**src/rtl/spram_pkg.sv**
```systemverilog
// Shared types and widths for the UP5K single-port RAM arbiter.
// The RAM is one SB_SPRAM256KA: 16K words x 16 bits with nibble write enables.
package spram_pkg;
    localparam int SPRAM_AW = 14;
    localparam int SPRAM_DW = 16;
    localparam int SPRAM_MW = 4;
    localparam int RD_LAT   = 2;

    typedef enum logic [1:0] {ACTIVE, STANDBY, WAKE} spram_state_t;

    typedef logic port_id_t;

    typedef struct packed {
        logic                write;
        logic [SPRAM_AW-1:0] addr;
        logic [SPRAM_DW-1:0] wdata;
        logic [SPRAM_MW-1:0] mask;
    } spram_req_t;
endpackage

```
**src/rtl/spram_rr_arb.sv**
```systemverilog
// Two-way grant logic: round-robin on last_grant, or port 0 always wins
// contention when FIXED_PRIORITY is set. The grant is purely combinational.
module spram_rr_arb
    import spram_pkg::*;
#(
    parameter int FIXED_PRIORITY = 0
) (
    input  logic       clock,
    input  logic       reset,
    input  logic [1:0] i_req,
    output logic [1:0] o_grant
);
    port_id_t r_last_grant;

    always_comb begin
        o_grant = 2'b00;
        unique case (i_req)
            2'b01:   o_grant = 2'b01;
            2'b10:   o_grant = 2'b10;
            2'b11:   o_grant = ((FIXED_PRIORITY != 0) || (r_last_grant == 1'b1)) ? 2'b01 : 2'b10;
            default: o_grant = 2'b00;
        endcase
    end

    // Reset to port 1 so that port 0 wins the first contest.
    always_ff @(posedge clock or posedge reset) begin
        if (reset)
            r_last_grant <= 1'b1;
        else if (|o_grant)
            r_last_grant <= o_grant[1];
    end
endmodule

```
**src/rtl/spram_arbiter.sv**
```systemverilog
// Shares one SPRAM between a CPU port and a display/DMA port: one access per
// cycle, read data returned two cycles after accept, standby when idle.
module spram_arbiter
    import spram_pkg::*;
#(
    parameter int IDLE_CYCLES    = 64,
    parameter int FIXED_PRIORITY = 0
) (
    input  logic                clock,
    input  logic                reset,
    input  logic                req0_valid,
    output logic                req0_ready,
    input  logic                req0_write,
    input  logic [SPRAM_AW-1:0] req0_addr,
    input  logic [SPRAM_DW-1:0] req0_wdata,
    input  logic [SPRAM_MW-1:0] req0_mask,
    input  logic                req1_valid,
    output logic                req1_ready,
    input  logic                req1_write,
    input  logic [SPRAM_AW-1:0] req1_addr,
    input  logic [SPRAM_DW-1:0] req1_wdata,
    input  logic [SPRAM_MW-1:0] req1_mask,
    output logic                rsp0_valid,
    output logic                rsp1_valid,
    output logic [SPRAM_DW-1:0] rsp_rdata,
    output logic [SPRAM_AW-1:0] ram_addr,
    output logic [SPRAM_DW-1:0] ram_datain,
    output logic [SPRAM_MW-1:0] ram_maskwren,
    output logic                ram_wren,
    output logic                ram_cs,
    output logic                ram_standby,
    input  logic [SPRAM_DW-1:0] ram_dataout
);
    localparam int            CW        = (IDLE_CYCLES > 0) ? $clog2(IDLE_CYCLES + 1) : 1;
    localparam logic [CW-1:0] IDLE_LAST = CW'((IDLE_CYCLES > 0) ? IDLE_CYCLES - 1 : 0);

    spram_state_t        r_state, w_state_nxt;
    logic [CW-1:0]       r_idle_cnt;
    logic                r_standby;
    logic [SPRAM_AW-1:0] r_addr;
    logic [SPRAM_DW-1:0] r_datain;
    logic [SPRAM_MW-1:0] r_maskwren;
    logic                r_wren, r_cs;
    logic [RD_LAT:1]     r_vld_pipe;
    logic [RD_LAT:1]     r_pid_pipe;

    logic [1:0]          w_req, w_grant;
    logic                w_accept, w_any_valid, w_in_flight;
    spram_req_t          w_req0, w_req1, w_sel;

    assign w_req0      = '{write: req0_write, addr: req0_addr, wdata: req0_wdata, mask: req0_mask};
    assign w_req1      = '{write: req1_write, addr: req1_addr, wdata: req1_wdata, mask: req1_mask};
    assign w_any_valid = req0_valid | req1_valid;
    assign w_req       = {req1_valid, req0_valid} & {2{r_state == ACTIVE}};
    assign w_accept    = |w_grant;
    assign w_sel       = w_grant[1] ? w_req1 : w_req0;
    assign w_in_flight = |r_vld_pipe;

    spram_rr_arb #(.FIXED_PRIORITY(FIXED_PRIORITY)) u_arb (
        .clock   (clock),
        .reset   (reset),
        .i_req   (w_req),
        .o_grant (w_grant)
    );

    assign req0_ready = w_grant[0];
    assign req1_ready = w_grant[1];

    // Standby only once the RAM has delivered every outstanding read.
    always_comb begin
        w_state_nxt = r_state;
        unique case (r_state)
            ACTIVE:  if ((IDLE_CYCLES != 0) && (r_idle_cnt == IDLE_LAST) && !w_any_valid && !w_in_flight)
                         w_state_nxt = STANDBY;
            STANDBY: if (w_any_valid) w_state_nxt = WAKE;
            WAKE:    w_state_nxt = ACTIVE;
            default: w_state_nxt = ACTIVE;
        endcase
    end

    always_ff @(posedge clock or posedge reset) begin
        if (reset) begin
            r_state   <= ACTIVE;
            r_standby <= 1'b0;
        end else begin
            r_state   <= w_state_nxt;
            r_standby <= (w_state_nxt == STANDBY);
        end
    end

    // Saturates at IDLE_LAST so a long in-flight stall cannot skip the match.
    always_ff @(posedge clock or posedge reset) begin
        if (reset)
            r_idle_cnt <= '0;
        else if ((r_state != ACTIVE) || w_accept)
            r_idle_cnt <= '0;
        else if (r_idle_cnt != IDLE_LAST)
            r_idle_cnt <= r_idle_cnt + CW'(1);
    end

    always_ff @(posedge clock or posedge reset) begin
        if (reset) begin
            r_addr     <= '0;
            r_datain   <= '0;
            r_maskwren <= '0;
            r_wren     <= 1'b0;
            r_cs       <= 1'b0;
        end else if (w_accept) begin
            r_addr     <= w_sel.addr;
            r_datain   <= w_sel.wdata;
            r_maskwren <= w_sel.write ? w_sel.mask : '0;
            r_wren     <= w_sel.write;
            r_cs       <= 1'b1;
        end else begin
            r_wren     <= 1'b0;
            r_cs       <= 1'b0;
        end
    end

    // Port tag travels with each read until the RAM output is valid.
    always_ff @(posedge clock or posedge reset) begin
        if (reset) begin
            r_vld_pipe <= '0;
            r_pid_pipe <= '0;
        end else begin
            r_vld_pipe <= {r_vld_pipe[RD_LAT-1:1], w_accept & ~w_sel.write};
            r_pid_pipe <= {r_pid_pipe[RD_LAT-1:1], w_grant[1]};
        end
    end

    assign rsp0_valid   = r_vld_pipe[RD_LAT] & ~r_pid_pipe[RD_LAT];
    assign rsp1_valid   = r_vld_pipe[RD_LAT] &  r_pid_pipe[RD_LAT];
    assign rsp_rdata    = ram_dataout;
    assign ram_addr     = r_addr;
    assign ram_datain   = r_datain;
    assign ram_maskwren = r_maskwren;
    assign ram_wren     = r_wren;
    assign ram_cs       = r_cs;
    assign ram_standby  = r_standby;
endmodule
```
**config.mk**
```make
export PLATFORM = sky130hd
export DESIGN_NAME = spram_arbiter
export DESIGN_NICKNAME = d
export VERILOG_FILES = /design/src/rtl/spram_pkg.sv /design/src/rtl/spram_rr_arb.sv /design/src/rtl/spram_arbiter.sv
export SDC_FILE = /design/constraint.sdc
export NUM_CORES = 1
export LEC_CHECK = 0
export ABC_AREA = 0
export CELL_PAD_IN_SITES_DETAIL_PLACEMENT = 0
export CELL_PAD_IN_SITES_GLOBAL_PLACEMENT = 2
export CORE_MARGIN = 4
export CORE_UTILIZATION = 21
export DETAILED_ROUTE_END_ITERATION = 8
export PLACE_DENSITY = 0.86
export SETUP_SLACK_MARGIN = 0.2
export SYNTH_ARGS = -nofsm -noshare
export SYNTH_HDL_FRONTEND = slang
export SYNTH_HIERARCHICAL = 1
export SYNTH_SLANG_ARGS = --single-unit
```
**constraint.sdc**
```tcl
create_clock -name clock -period 2.19 [get_ports clock]
set_input_delay 0.219 -clock clock [delete_from_list [all_inputs] [get_ports clock]]
set_output_delay 0.219 -clock clock [all_outputs]
set_load 0.02 [all_outputs]
```
Word-level counts from Yosys, hierarchy flattened
Cells that the tools add are included.
{"block": "word_totals", "rom_bits": 0, "out_inout_bits": 57, "regBits": 51, "latchBits": 0, "n_memories": 0, "word_cells": 47, "mem_bits_rw": 0}
{"block": "op_classes", "n_mul": 0, "n_addsub": 1, "shifts": 0, "n_mux": 11, "div_mod_pow": 0, "n_eq_ne": 7, "n_reduce_logical": 10, "bitwise_logic": 7, "magnitude_cmp": 0}
{"operator": "$mux 35", "n": 1}
{"operator": "$mux 7", "n": 2}
{"operator": "$add 7x1->7 const B", "n": 1}
{"operator": "$eq 7x6->1 const B", "n": 1}
{"operator": "$ne 7x6->1 const B", "n": 1}
{"operator": "$eq 2x1->1 const B", "n": 3}
{"operator": "$mux 2", "n": 3}
{"operator": "$pmux 2 s3", "n": 1}
{"operator": "$eq 2x2->1 const B", "n": 2}
{"operator": "$mux 4", "n": 1}
{"operator": "$pmux 2 s2", "n": 1}
{"operator": "$reduce_bool 2->1", "n": 2}
{"operator": "$reduce_or 2->1", "n": 2}
{"operator": "$and 1x1->1", "n": 3}
{"operator": "$and 2x2->2", "n": 1}
{"operator": "$logic_and 1x1->1", "n": 2}
{"operator": "$logic_not 1->1", "n": 2}
{"operator": "$logic_not 2->1", "n": 1}
{"operator": "$mux 1", "n": 2}
{"operator": "$not 1->1", "n": 2}
{"operator": "$logic_or 1x1->1", "n": 1}
{"operator": "$or 1x1->1", "n": 1}

Depth between registers and ports, before layout
Gate-level depths: netlist of run 1.
{"block": "logic_depth", "depth_word": 7, "ltp_mapped": 7}

Cells and area by module
The synthesis of run 1 kept the hierarchy.
{"mod": "spram_arbiter", "seq_area_each_um2": 1251.2, "instances": 1, "area_per_inst_um2": 2358.5, "cells_per_inst": 227}
{"mod": "spram_rr_arb", "seq_area_each_um2": 26.3, "instances": 1, "area_per_inst_um2": 57.6, "cells_per_inst": 7}

Least setup slack after synthesis of run 1
OpenSTA, ideal clock, no wires.
{"block": "synth_path", "path_kind": "flip-flop to flip-flop", "start": "register r_state[1]", "end": "register r_addr[10], in the netlist ram_addr[10]", "t_arrival_ns": 2.200, "slack_ns": -0.093, "path_stages_with_launch": 8, "cell_sequence": "dfrtp_1 > nor3b_1 > a21boi_0 > clkbuf_1 > buf_2 > buf_2 > nand2_1 > o21ai_0"}
{"block": "synth_between", "elab_chain_cells": 5, "elab_cells_between_ends": 8, "cone_classes": "3 x eq/ne; 2 x mux; 1 x bitwise; 2 x reduce/logical"}
{"item": "start: declaration", "line": "spram_arbiter.sv:37", "rtl": "spram_state_t r_state, w_state_nxt;"}
{"item": "start signal: assignment", "line": "spram_arbiter.sv:86", "rtl": "r_state <= w_state_nxt;"}
{"item": "$logic_not 2->1 *", "line": "spram_arbiter.sv:54", "rtl": "assign w_req = {req1_valid, req0_valid} & {2{r_state == ACTIVE}};"}
{"item": "$and 2x2->2 *", "line": "spram_arbiter.sv:54"}
{"item": "named net w_req[1]", "line": "spram_arbiter.sv:47", "rtl": "logic [1:0] w_req, w_grant;"}
{"item": "$eq 2x2->1 or $eq 2x1->1 (tied branches)", "line": "spram_rr_arb.sv:17", "rtl": "unique case (i_req)"}
{"item": "$pmux 2 s3 *", "line": "spram_rr_arb.sv:17"}
{"item": "named net req1_ready", "line": "spram_arbiter.sv:18", "rtl": "output logic req1_ready,"}
{"item": "$mux 35 or $reduce_or 2->1 (tied branches)", "line": "spram_arbiter.sv:56, spram_arbiter.sv:55"}
{"item": "end signal: assignment", "line": "spram_arbiter.sv:109", "rtl": "r_addr <= w_sel.addr;"}
{"item": "end: declaration", "line": "spram_arbiter.sv:40", "rtl": "logic [SPRAM_AW-1:0] r_addr;"}
Mark *: on every way through the listed nets, which the timed path passes. The rest lies on a longest branch.
A chain may end at the register's enable or synchronous reset.

Worst setup path after layout of run 1
{"block": "layout_path", "start": "register r_state[0]", "end": "output req0_ready"}
{"block": "layout_between", "elab_chain_cells": 4, "elab_cells_between_ends": 6, "cone_classes": "3 x eq/ne; 1 x mux; 1 x bitwise; 1 x reduce/logical"}
{"item": "$logic_not 2->1 *", "line": "spram_arbiter.sv:54"}
{"item": "$and 2x2->2 *", "line": "spram_arbiter.sv:54"}
{"item": "named net w_req[0]", "line": "spram_arbiter.sv:47"}
{"item": "$eq 2x2->1 or $eq 2x1->1 (tied branches)", "line": "spram_rr_arb.sv:17"}
{"item": "$pmux 2 s3 *", "line": "spram_rr_arb.sv:17"}
{"item": "end: declaration", "line": "spram_arbiter.sv:12", "rtl": "output logic req0_ready,"}
Marks and branches as above.

==> results of run 1 <==
-- power breakdown --
group	internal [mW]	switching, mW
combinational	0.445	0.377
sequential	1.06	0.0713
clock	0.540	0.357
total	2.05	0.805
-- registers in the layout, indices dropped and copies added (netlist names) --
| register | count |
|---|---|
| ram_wren | 1 |
| ram_maskwren | 4 |
| r_idle_cnt | 7 |
| u_arb/r_last_grant | 1 |
| ram_addr | 14 |
| ram_cs | 1 |
| ram_datain | 16 |
| ram_standby | 1 |
| r_state | 2 |
| r_vld_pipe | 2 |
| r_pid_pipe | 2 |
-- through the flow --
step | worst slack [ns] | std cells | total power [mW] | utilization
after floorplan | 0.235 | 234 | 1.56 | -
after global placement | 0.0732 | 469 | 1.98 | 0.338
after detailed placement | 0.0480 | 469 | 1.99 | 0.338
after CTS | 0.207 | 477 | 2.90 | 0.354
after global routing | 0.204 | 477 | 2.99 | 0.355
final | 0.269 | 477 | 2.85 | 0.355
-- how the worst max path moves through the flow --
stage	cells past startpoint	startpoint	to
after CTS	3	r_state[1]$_DFF_PP0_	req1_ready
after detailed placement	4	req0_valid	req0_ready
after global routing	7	r_state[0]$_DFF_PP0_	ram_maskwren[1]$_DFFE_PP0P_
final	3	r_state[0]$_DFF_PP0_	req0_ready
after floorplan	7	r_state[1]$_DFF_PP0_	ram_addr[10]$_DFFE_PP0P_
after global placement	4	req0_valid	req0_ready
-- cells by family after synthesis --
| family | Yosys count | synth area share |
|---|---|---|
| AND/OR/NAND/NOR | 62 | 0.123 |
| buffers and inverters | 36 | 0.0849 |
| multiplexers | 34 | 0.141 |
| adder cells (fa/ha/maj) | 1 | 0.00518 |
| AO/OA/AOI/OAI | 50 | 0.117 |
| flip-flops | 51 | 0.529 |
-- placed cells by master, fill, tap and decap left out, drive strengths merged, types with 2 or more instances in the layout --
cell           count
dlygate4sd2        2
nor2               5
a31oi              5
inv                7
clkinv             2
buf               10
nor3b              3
dfrtp             50
clkbuf             5
and3               3
o21ai             35
nor4               3
a211oi             3
nand2             38
mux2i             34
clkdlybuf4s50    112
a21oi              2
a21boi             2
nor2b              3
-- worst max-delay path: stages, from the launching register on --
cell and delay, ns:
dfrtp_2 0.49, nor3b_4 0.31, a21boi_4 0.26, dlygate4sd2_1 0.36
-- routing by layer --
metal / track usage / part of all wire / vias up / wire length, um
met2: 0.157 / 0.45 / 86 / 3000
met4: 0.0258 / 0.011 / 0 / 74
met5: 0 / 0 / - / 0
met1: 0.124 / 0.44 / 949 / 2920
li1: - / - / 993 / -
met3: 0.0400 / 0.093 / 14 / 616
-- repair_timing --
item | in CTS | in global routing
buffers inserted | 0 | 0
setup endpoints to repair | 2 | 14
pin swaps | 0 | 2
resized for setup | 4 | 3
-- cell usage after synthesis --
cell type	number	area, um^2
dfrtp_1	50	1250
nand2_1	38	143
o21ai_0	35	175
mux2i_1	34	340
buf_4	16	120
buf_2	8	40.0
inv_1	7	26.3
a31oi_1	5	31.3
clkbuf_1	5	18.8
nor2_1	5	18.8
and3_1	3	18.8
nor2b_1	3	18.8
nor3b_1	3	22.5
a211oi_1	2	15.0
a21oi_1	2	10.0
nor4_1	2	12.5
a211oi_2	1	12.5
a21boi_0	1	7.51
a21boi_1	1	7.51
a22o_1	1	8.76
a22oi_1	1	7.51
and2_1	1	6.26
and3b_1	1	8.76
and4_1	1	8.76
dfstp_2	1	26.3
ha_1	1	12.5
nand2b_1	1	6.26
nand3_1	1	5.00
nor3_1	1	5.00
nor4_2	1	12.5
o21bai_1	1	7.51
or4_4	1	11.3
-- cell type report --
type | instances | share of cell area
multi-input combinational | 147 | 0.250
sequential | 51 | 0.327
timing repair buffer | 124 | 0.328
inverter | 7 | 0.00672
clock inverter | 3 | 0.0112
clock buffer | 5 | 0.0320
tap | 140 | 0.0448
==> impl_metrics.py, run 1 <==
metrics = {
    "outcome": {
        "status": "completed",
    },
    "placement": {
        "portBuffers": 114,
        "hpwlAfterDp_um": 5080,
        "postPlaceCellArea_um2": 3720,
        "gp_congestion": 0.735,
    },
    "critical_path": {
        "r2r_cells": 6,
        "critPathKind": "reg -> out",
        "path_max_fanout": 6,
        "r2r_start": "r_state[0]$_DFF_PP0_",
        "crit_arrival_ns": 1.70,
        "critPathLaunchType": "flop",
        "required_ns": 1.97,
        "r2r-end": "r_idle_cnt[0]$_DFFE_PP0P_",
        "critPathCaptureType": "output port",
        "rrSetupSlack_ns": 0.31,
    },
    "sta": {
        "setup_viol": 0,
        "grt_setup_unrepaired": "no",
        "tns_ns": 0,
        "timing.final.crit_share": 0.877,
        "slew_violations": 0,
        "fin_skew_ns": 0.0126,
        "max_freq_ghz": 0.521,
        "fin_crit_ns": 1.92,
        "max_slew_margin": 0.748,
        "worst_hold_slack_ns": 0.269,
        "hold_viol": 0,
        "max_slew.worst_pin.slew_ns": 0.378,
    },
    "route": {
        "via_per_inst": 4.28,
        "wl_um": 6610,
        "ant_nets": 0,
        "wl_per_cell_um": 13.9,
        "drtPass1Iterations": 5,
        "drc_errors": 0,
        "num_vias": 2042,
        "dr.first_iter.drc_count": 28,
    },
    "clock_network": {
        "clk_pin_slew_ns": 0.07,
        "root_buffer": "clkbuf_16",
        "cts-hold-fix-buffers": 0,
        "htreeDepth": 2,
        "clk_path_buf_depth": 2,
        "numCtsBuffers": 5,
        "clock_latency_ns": 0.29,
        "clock-sinks": 51,
        "cts_tree": "built",
    },
    "grt": {
        "grt_max_degree": 49,
        "gr-total-overflow": 0,
        "antenna_found_initial": 0,
        "grt_first_pass_wirelength_um": 10500,
        "track_usage": 0.0986,
        "grt_pass1_vias": 2217,
    },
    "floorplan": {
        "coreArea_um2": 11000,
        "start_util": 0.219,
        "die-width_um": 115,
        "pin_count": 147,
        "rows": 38,
        "die_y_um": 115,
        "die-area_um2": 13300,
    },
    "finish": {
        "final_area_um2": 3910,
        "seqCellArea_um2": 1280,
        "antenna_cells": 0,
        "fillCellCount": 1150,
        "syn2layout_area_growth_pct": 61.9,
        "fin_nets": 427,
        "multiInputGateArea_um2": 978,
        "drive_gt1_frac": 0.0861,
    },
    "power_and_ir_drop": {
        "power_leakage_nw": 1.67,
        "power_density_nw_per_um2": 730,
        "irDropWorstVdd_uv": 359,
    },
    "synthesis": {
        "synth.avg_cell_area_um2": 10.3,
        "syn_area_um2": 2420,
        "syn_inst": 234,
        "ys_seq_area_frac": 0.529,
        "yosysWarnings": 6,
        "ys_ff_latch": 51,
        "synth.distinct_cells": 32,
        "synth_nets": 325,
    },
    "worst_hold_path": {
        "min_path_type": "in -> async",
    },
    "flow_run": {
        "maxCapViolCount": 0,
    },
}
(Power assumes the default switching activity.)
==> run 2: changes to the inputs <==
--- a/config.mk
+++ b/config.mk
@@ -11,6 +11,7 @@
 export CORE_MARGIN = 4
 export CORE_UTILIZATION = 21
 export DETAILED_ROUTE_END_ITERATION = 8
+export HOLD_SLACK_MARGIN = 0.15
 export PLACE_DENSITY = 0.86
 export SETUP_SLACK_MARGIN = 0.2
 export SYNTH_ARGS = -nofsm -noshare
==> results of run 2 <==
No change in the layout: final DEF, timing and power equal those of run 1.
==> run 3: changes to the inputs <==
--- a/config.mk
+++ b/config.mk
@@ -8,6 +8,7 @@
 export ABC_AREA = 0
 export CELL_PAD_IN_SITES_DETAIL_PLACEMENT = 0
 export CELL_PAD_IN_SITES_GLOBAL_PLACEMENT = 2
+export CORE_ASPECT_RATIO = 0.9
 export CORE_MARGIN = 4
 export CORE_UTILIZATION = 21
 export DETAILED_ROUTE_END_ITERATION = 8
==> run 3 against run 2 <==
Critical path depth up 4; worst setup slack improved by 0.038 ns; non-clock buffer count increased by 5; flip-flop and latch count did not move; register-to-register slack is essentially flat; sequential power about the same; hold slack improved by 0.0074 ns; clock power is 11% lower; final area fell by 0.22%; largest power group unchanged; highest routed layer unchanged.
==> impl_metrics.py, run 3 (synthesized netlist as in run 1, its figures left out) <==
metrics = {
    "outcome": {
        "status": "completed",
    },
    "floorplan": {
        "die_y_um": 110,
        "die-area_um2": 13300,
        "die-width_um": 121,
        "pin_count": 147,
        "coreArea_um2": 11000,
        "rows": 36,
        "start_util": 0.219,
    },
    "grt": {
        "grt_max_degree": 38,
        "antenna_found_initial": 0,
        "track_usage": 0.0995,
        "grt_first_pass_wirelength_um": 10600,
        "gr-total-overflow": 0,
        "grt_pass1_vias": 2137,
    },
    "placement": {
        "hpwlAfterDp_um": 4950,
        "place_ws_ns": 0.00861,
        "gp_congestion": 0.787,
        "dp.cells": 482,
        "portBuffers": 114,
    },
    "finish": {
        "fin_nets": 432,
        "mostFrequentLayoutCell": "clkdlybuf4s50_1",
        "largest_reg_flops": 16,
        "utilization": 0.354,
        "final_cell_mix": "112 x clkdlybuf4s50_1, 48 x dfrtp_1, 38 x nand2_1, 35 x o21ai_0, 34 x mux2i_1",
        "fillCellCount": 1120,
        "syn2layout_area_growth_pct": 61.6,
        "antenna_cells": 0,
        "finalNonFillerCells": 494,
        "drive_gt1_frac": 0.0994,
    },
    "clock_network": {
        "cts-hold-fix-buffers": 0,
        "numCtsBuffers": 5,
        "clk_pin_slew_ns": 0.07,
        "htreeDepth": 2,
        "clock-sinks": 51,
        "root_buffer": "clkbuf_16",
        "cts_tree": "built",
        "clock_latency_ns": 0.28,
        "clk_path_buf_depth": 2,
    },
    "route": {
        "wl_per_cell_um": 13.4,
        "ant_nets": 0,
        "num_vias": 2061,
        "drc_errors": 0,
        "dr.first_iter.drc_count": 77,
        "wl_um": 6620,
        "via_per_inst": 4.17,
        "drtPass1Iterations": 4,
    },
    "sta": {
        "fin_crit_ns": 1.88,
        "max_slew.worst_pin.slew_ns": 0.439,
        "hold_viol": 0,
        "worst_hold_slack_ns": 0.276,
        "max_freq_ghz": 0.531,
        "fin_skew_ns": 0.00368,
        "setup_viol": 0,
        "grt_setup_unrepaired": "no",
        "max_slew_margin": 0.707,
        "slew_violations": 0,
        "tns_ns": 0,
        "worst_slack_ns": 0.307,
        "timing.final.crit_share": 0.860,
    },
    "power_and_ir_drop": {
        "power.switching_uw": 790,
        "power_frac_clock": 0.290,
        "power_density_nw_per_um2": 702,
        "power_frac_seq": 0.415,
        "p_comb_frac": 0.295,
        "switching_share": 0.288,
        "irDropWorstVdd_uv": 283,
        "intPower_mw": 1.95,
        "power_leakage_nw": 1.67,
    },
    "critical_path": {
        "r2r_cells": 7,
        "critPathLaunchType": "flop",
        "critPathCaptureType": "flop",
        "required_ns": 2.40,
        "crit_arrival_ns": 2.10,
        "critPathKind": "reg -> reg",
        "path_max_fanout": 6,
    },
    "worst_hold_path": {
        "min_path_type": "in -> async",
    },
    "flow_run": {
        "maxCapViolCount": 0,
    },
}
==> run 3: cell types whose count changed in the layout (fill, tap and decap cells not counted), sizes merged <==
cell,before,now
buf,10,15
bufinv,1,0
clkbuf,5,7
clkinv,2,1
==> run 3: path summary, 6_finish.rpt <==
path                       slack, ns                              to                     from
setup / recovery                0.31       r_idle_cnt[0]$_DFFE_PP0P_     r_state[0]$_DFF_PP0_
hold / removal                  0.28  u_arb/r_last_grant$_DFFE_PP1P_                    reset
setup reg to reg                0.31       r_idle_cnt[0]$_DFFE_PP0P_     r_state[0]$_DFF_PP0_
hold reg to reg                 0.36         r_pid_pipe[2]$_DFF_PP0_  r_pid_pipe[1]$_DFF_PP0_
max in group asynchronous       1.37            r_state[0]$_DFF_PP0_                    reset
min in group clock              0.36         r_pid_pipe[2]$_DFF_PP0_  r_pid_pipe[1]$_DFF_PP0_
==> run 3: power groups by stage <==
stage                     Combinational, mW  Sequential, mW  Clock, mW
after global placement                0.815            1.15          0
after floorplan                       0.284            1.28          0
after detailed placement              0.823            1.15          0
after CTS                             0.824            1.14      0.837
final                                 0.808            1.14      0.795
after global routing                  0.876            1.15      0.863
==> run 3: final cells by class <==
class,count,area (um^2),share of cell area
clock buffer,7,143,0.0365
clock inverter,1,5.00,0.00128
inverter,7,26.3,0.00673
multi-input combinational,147,983,0.252
sequential,51,1280,0.328
tap,152,190,0.0487
timing repair buffer,129,1280,0.327
==> run 3: per-layer routing <==
metal | vias up | GRT usage | part of all wire
met4 | 0 | 0.0299 | 0.0091
met5 | - | 0 | 0
met2 | 98 | 0.155 | 0.44
met1 | 952 | 0.123 | 0.44
li1 | 1004 | - | -
met3 | 7 | 0.0463 | 0.11
==> run 3: worst max-delay path, cell delays in order (launching register included) <==
cell and delay (ns):
dfrtp_2 0.46, nor3b_4 0.21, buf_4 0.15, a21boi_4 0.06
buf_4 0.15, or4_4 0.51, a211oi_2 0.15, o21bai_1 0.12
==> run 3: stage by stage <==
step | total power, mW | area [um^2]
floorplan | 1.56 | 2450
CTS | 2.80 | 3860
finish | 2.74 | 3900
detailed placement | 1.98 | 3710
global route | 2.89 | 3900
global placement | 1.96 | 3710
==> run 3: what timing repair did <==
action | CTS | global route
pin swaps | 0 | 1
buffers inserted | 0 | 4
endpoints found under the setup margin | 5 | 8
gates resized for setup | 4 | 3
